**src/rtl/rng_share_ctrl.sv**
```systemverilog
// rtl/rng_share_ctrl.sv - round-robin shared 9-bit XNOR LFSR random source
//
// Purpose: owns one free-running 9-bit XNOR LFSR and hands single draws to
// N_REQ requesters in round-robin order. Each grant discards STRIDE LFSR
// steps before sampling, rejects samples above LIMIT, and completes with a
// one-cycle one-hot ack pulse.
//
// Ports:
//   clk         clock
//   reset       synchronous active-high reset
//   req         level request per requester
//   ack         one-hot, one-cycle completion pulse (rand_out valid while high)
//   rand_out    delivered random value, held until the next accepted sample
//   grant_id    index of the current or last winner
//   busy        high when the FSM is not idle
//   seed_load   load seed into the LFSR on this edge
//   seed        seed value
//   lfsr_state  current LFSR register

module rng_share_ctrl #(
    parameter int         N_REQ  = 4,
    parameter int         STRIDE = 4,
    parameter logic [8:0] LIMIT  = 9'd511
) (
    input  logic                     clk,
    input  logic                     reset,
    input  logic [N_REQ-1:0]         req,
    output logic [N_REQ-1:0]         ack,
    output logic [8:0]               rand_out,
    output logic [$clog2(N_REQ)-1:0] grant_id,
    output logic                     busy,
    input  logic                     seed_load,
    input  logic [8:0]               seed,
    output logic [8:0]               lfsr_state
);

    localparam int GW = $clog2(N_REQ);
    localparam int CW = (STRIDE > 1) ? $clog2(STRIDE) : 1;

    localparam logic [1:0] ST_IDLE = 2'd0;
    localparam logic [1:0] ST_WAIT = 2'd1;
    localparam logic [1:0] ST_HOLD = 2'd2;

    localparam logic [CW-1:0]    CNT_INIT = CW'(STRIDE - 1);
    localparam logic [GW-1:0]    LAST_ID  = GW'(N_REQ - 1);
    localparam logic [N_REQ-1:0] ONE_HOT0 = N_REQ'(1);

    logic [1:0]    state;
    logic [CW-1:0] cnt;
    logic [GW-1:0] rr_ptr;
    logic [8:0]    lfsr;

    logic          win_found;
    logic [GW-1:0] win_idx;
    int            idx;

    assign lfsr_state = lfsr;
    assign busy       = (state != ST_IDLE);

    // Rotating priority scan: first set request starting at rr_ptr, wrapping.
    always_comb begin
        win_found = 1'b0;
        win_idx   = '0;
        idx       = 0;
        for (int i = 0; i < N_REQ; i++) begin
            idx = int'(rr_ptr) + i;
            if (idx >= N_REQ) begin
                idx = idx - N_REQ;
            end
            if (!win_found && req[idx]) begin
                win_found = 1'b1;
                win_idx   = idx[GW-1:0];
            end
        end
    end

    // LFSR runs independently of the FSM. All-ones is the XNOR lockup state,
    // so a seed of 0x1FF is replaced by 0x000.
    always_ff @(posedge clk) begin
        if (reset) begin
            lfsr <= 9'h000;
        end else if (seed_load) begin
            lfsr <= (seed == 9'h1FF) ? 9'h000 : seed;
        end else begin
            lfsr <= {lfsr[0] ~^ lfsr[4], lfsr[8:1]};
        end
    end

    always_ff @(posedge clk) begin
        if (reset) begin
            state    <= ST_IDLE;
            cnt      <= '0;
            rr_ptr   <= '0;
            grant_id <= '0;
            ack      <= '0;
            rand_out <= 9'h000;
        end else begin
            case (state)
                ST_IDLE: begin
                    ack <= '0;
                    if (win_found) begin
                        grant_id <= win_idx;
                        cnt      <= CNT_INIT;
                        state    <= ST_WAIT;
                    end
                end
                ST_WAIT: begin
                    if (cnt != '0) begin
                        cnt <= cnt - 1'b1;
                    end else if (lfsr <= LIMIT) begin
                        rand_out <= lfsr;
                        ack      <= ONE_HOT0 << grant_id;
                        rr_ptr   <= (grant_id == LAST_ID) ? '0 : grant_id + 1'b1;
                        state    <= ST_HOLD;
                    end
                    // Rejected sample: stay and retest the next LFSR value.
                end
                ST_HOLD: begin
                    ack   <= '0;
                    state <= ST_IDLE;
                end
                default: begin
                    ack   <= '0;
                    state <= ST_IDLE;
                end
            endcase
        end
    end

endmodule

```
**config.mk**
```make
export PLATFORM = sky130hd
export DESIGN_NAME = rng_share_ctrl
export DESIGN_NICKNAME = d
export VERILOG_FILES = /design/src/rtl/rng_share_ctrl.sv
export SDC_FILE = /design/constraint.sdc
export NUM_CORES = 1
export LEC_CHECK = 0
export BUFFER_PORTS_ARGS = -buffer_cell sky130_fd_sc_hd__buf_2
export CORE_MARGIN = 1
export CORE_UTILIZATION = 49
export DETAILED_ROUTE_END_ITERATION = 8
export PLACE_DENSITY = 0.82
export SYNTH_ARGS = -nofsm -noshare
export SYNTH_HDL_FRONTEND = slang
export SYNTH_SLANG_ARGS = --single-unit
export TNS_END_PERCENT = 50
```
**constraint.sdc**
```tcl
create_clock -name clk -period 1.6 [get_ports clk]
set_input_delay 0.32 -clock clk [delete_from_list [all_inputs] [get_ports clk]]
set_output_delay 0.32 -clock clk [all_outputs]
set_load 0.03 [all_outputs]
```
==> out/results.ini <==
[power]
max-vdd-ir-drop_mv=0.642
powerDensity_nw_per_um2=1050
switching_share_pct=31.5
p_seq_share_pct=52.5
clockPowerShare_pct=25.2
comb_power_share_pct=22.3
p_int_mw=1.10
switching_power_mw=0.505
p_leak_nw=0.799

[clocking]
clock_path_buffers=2
cts_buffers=5
cts_root_buf=clkbuf_4
cts_resized=0
cts_sinks=30
cts_max_level=2
clock_latency_ns=0.33
clk_pin_slew_ns=0.09
postCtsSetupBuffers=0
postCtsHoldBufs=0
cts_tree=yes

[detailed_routing]
via_per_inst=5.37
vias=1052
finalWirelength_um=2640
drt-initial-drc-count=21
antenna_left=0
drc=0
wl_per_cell_um=13.5
drt-pass1-iter-count=4

[worst_setup_path]
crit_family=flip-flops
crit_type=reg2out
cpPeakStageDelay_ns=0.48
crit_path_start_kind=flip-flop
crit_buf_inv=2
critPathArrivalTime_ns=1.16
crit_chain=nor2_1, inv_1, buf_2
path_max_fanout=5
cp.required_ns=1.28
crit_cells=3
critical_path.slowest_cell=dfxtp_1
endpoint_kind=output port
ff2ff_path_depth=5

[global_routing]
grt_max_degree=22
grt_pass1_wl_um=3920
antenna_found_initial=0
grt_pass1_vias=890
grt_use_total_pct=20.2
overflow=0

[synthesis]
ys.flop_type=dfxtp_1
ys_seq_elements=30
synth_edf_count=0
ys_types=34
synthArstFlopShare_pct=0
avgSynthCellArea_um2=10.4
synth.cell_area_um2=1260
syn_nets=143
synth_most_common_cell=dfxtp_1
synthCells=122
yosysWarningCount=0
synth_common_cells=30 x dfxtp_1, 24 x nor2_1, 14 x mux2i_1
synth_top_area_cell=dfxtp_1
synthTopCellsByArea=dfxtp_1 47%, mux2i_1 11%, nor2_1 7.1%
ys_seq_area_share_pct=47.5
yosysTopAreaCellShare_pct=47.5

[sta]
clock_skew_ns=0.0102
tightest_slew_ns=0.536
fin_crit_sh_pct=92.3
finalHoldViolations=0
max_freq_mhz=677
hold_ws_ns=0.224
finalSetupViolations=0
rsz0062_at_grt=no
setup_tns_ns=0
final.setup.worst_slack_ns=0.123
max-slew-margin-rel_pct=64.1
maxSlewViolCount=0
post-route-min-period_ns=1.48

[floorplan]
fp.dieH_um=52.8
core_um2=2450
io_pins=41
die-area_um2=2790
fp.dieW_um=52.8
initial_utilization_pct=51.5
rows=18

[run]
maxCapViolCount=0

[final_layout]
antenna_cells=0
num-nets-final=187
drive_above_1_share_pct=33.1
fillers=222
utilization_pct=62.0
area_growth_pct=20.3
final-seq-area_um2=601
final_area_um2=1520
multi_input_area_um2=598

[min_path]
hp-class=in2reg
worstHoldPathCells=2

[place]
pre_cts_slack_ns=0.222
dp_hpwl_um=1950
gp_congestion=0.797
port-buffer-count=40
placed_cell_area_um2=1470

[status]
status=finished clean

## power groups by stage
stage	Sequential, mW	Combinational [mW]	Clock [mW]
2_1_floorplan	0.905	0.218	0
3_3_place_gp	0.853	0.346	0
3_5_place_dp	0.858	0.355	0
4_1_cts	0.841	0.359	0.414
5_1_grt	0.846	0.387	0.437
6_report	0.841	0.357	0.404
## state kept, by name (all words and copies together), names as in the netlist
register	cells
grant_id	2
rr_ptr	2
state	2
ack	4
cnt	2
rand_out	9
lfsr_state	9
## cell type report
cell class	count	area share [%]
clock inverters	2	0.658
clock buffers	5	2.47
inverters	8	1.97
flip-flops and latches	30	39.5
well taps	30	2.47
repair buffers	41	13.7
multi-input cells	80	39.3
## logic make-up after synthesis
logic type | count (synthesis) | synth area share [%]
AOI/OAI and AO/OA | 23 | 14.1
xor gates and xnor gates | 1 | 0.693
adders and majority gates | 5 | 4.95
buffers and inverters | 12 | 5.24
DFF | 30 | 47.5
muxes | 14 | 11.1
and+or+nand+nor | 37 | 16.4
## worst paths after layout
check                         from                  endpoint  slack [ns]
max          state[1]$_SDFFE_PP0P_                      busy        0.12
max reg2reg    cnt[0]$_SDFFE_PP0P_  rand_out[6]$_SDFFE_PP0P_        0.21
min reg2reg    cnt[0]$_SDFFE_PP0P_       cnt[0]$_SDFFE_PP0P_        0.50
min                        seed[4]  lfsr_state[4]$_SDFF_PP0_        0.22
## through the flow
| step | cells | power [mW] |
|---|---|---|
| floorplan | 122 | 1.12 |
| global placement | 189 | 1.20 |
| detailed placement | 189 | 1.21 |
| CTS | 196 | 1.61 |
| global route | 196 | 1.67 |
| finish | 196 | 1.60 |
## routing by layer
| layer | up-vias | track usage, % | part of all wire, % |
|---|---|---|---|
| met5 | - | 0 | 0 |
| met4 | 0 | 10.1 | 2.3 |
| met3 | 9 | 7.25 | 4.5 |
| met2 | 22 | 33.1 | 51 |
| met1 | 501 | 23.0 | 42 |
| li1 | 520 | - | - |
## worst reg2reg max path, delay by kind of cell, from the launching register on
family	cells	cell delay [ns]
AND/OR/NAND/NOR	2	0.29
buffers and inverters	1	0.08
multiplexers	1	0.27
adder cells (fa/ha/maj)	1	0.31
flip-flops	1	0.32
## cells in the final DEF (no fill, tap or decap), types with 2 or more instances in the layout
| cell type | netlist | layout |
|---|---|---|
| inv_1 | 8 | 8 |
| buf_2 | 1 | 40 |
| clkinv_2 | 0 | 2 |
| o221ai_1 | 2 | 2 |
| a21oi_1 | 3 | 3 |
| clkbuf_4 | 0 | 5 |
| ha_1 | 5 | 5 |
| nor3_1 | 2 | 2 |
| a22o_1 | 8 | 8 |
| nand4_1 | 2 | 2 |
| nor2_1 | 24 | 24 |
| dfxtp_1 | 30 | 30 |
| mux2i_1 | 14 | 14 |
No activity file was read; power rests on OpenSTA's default activity.
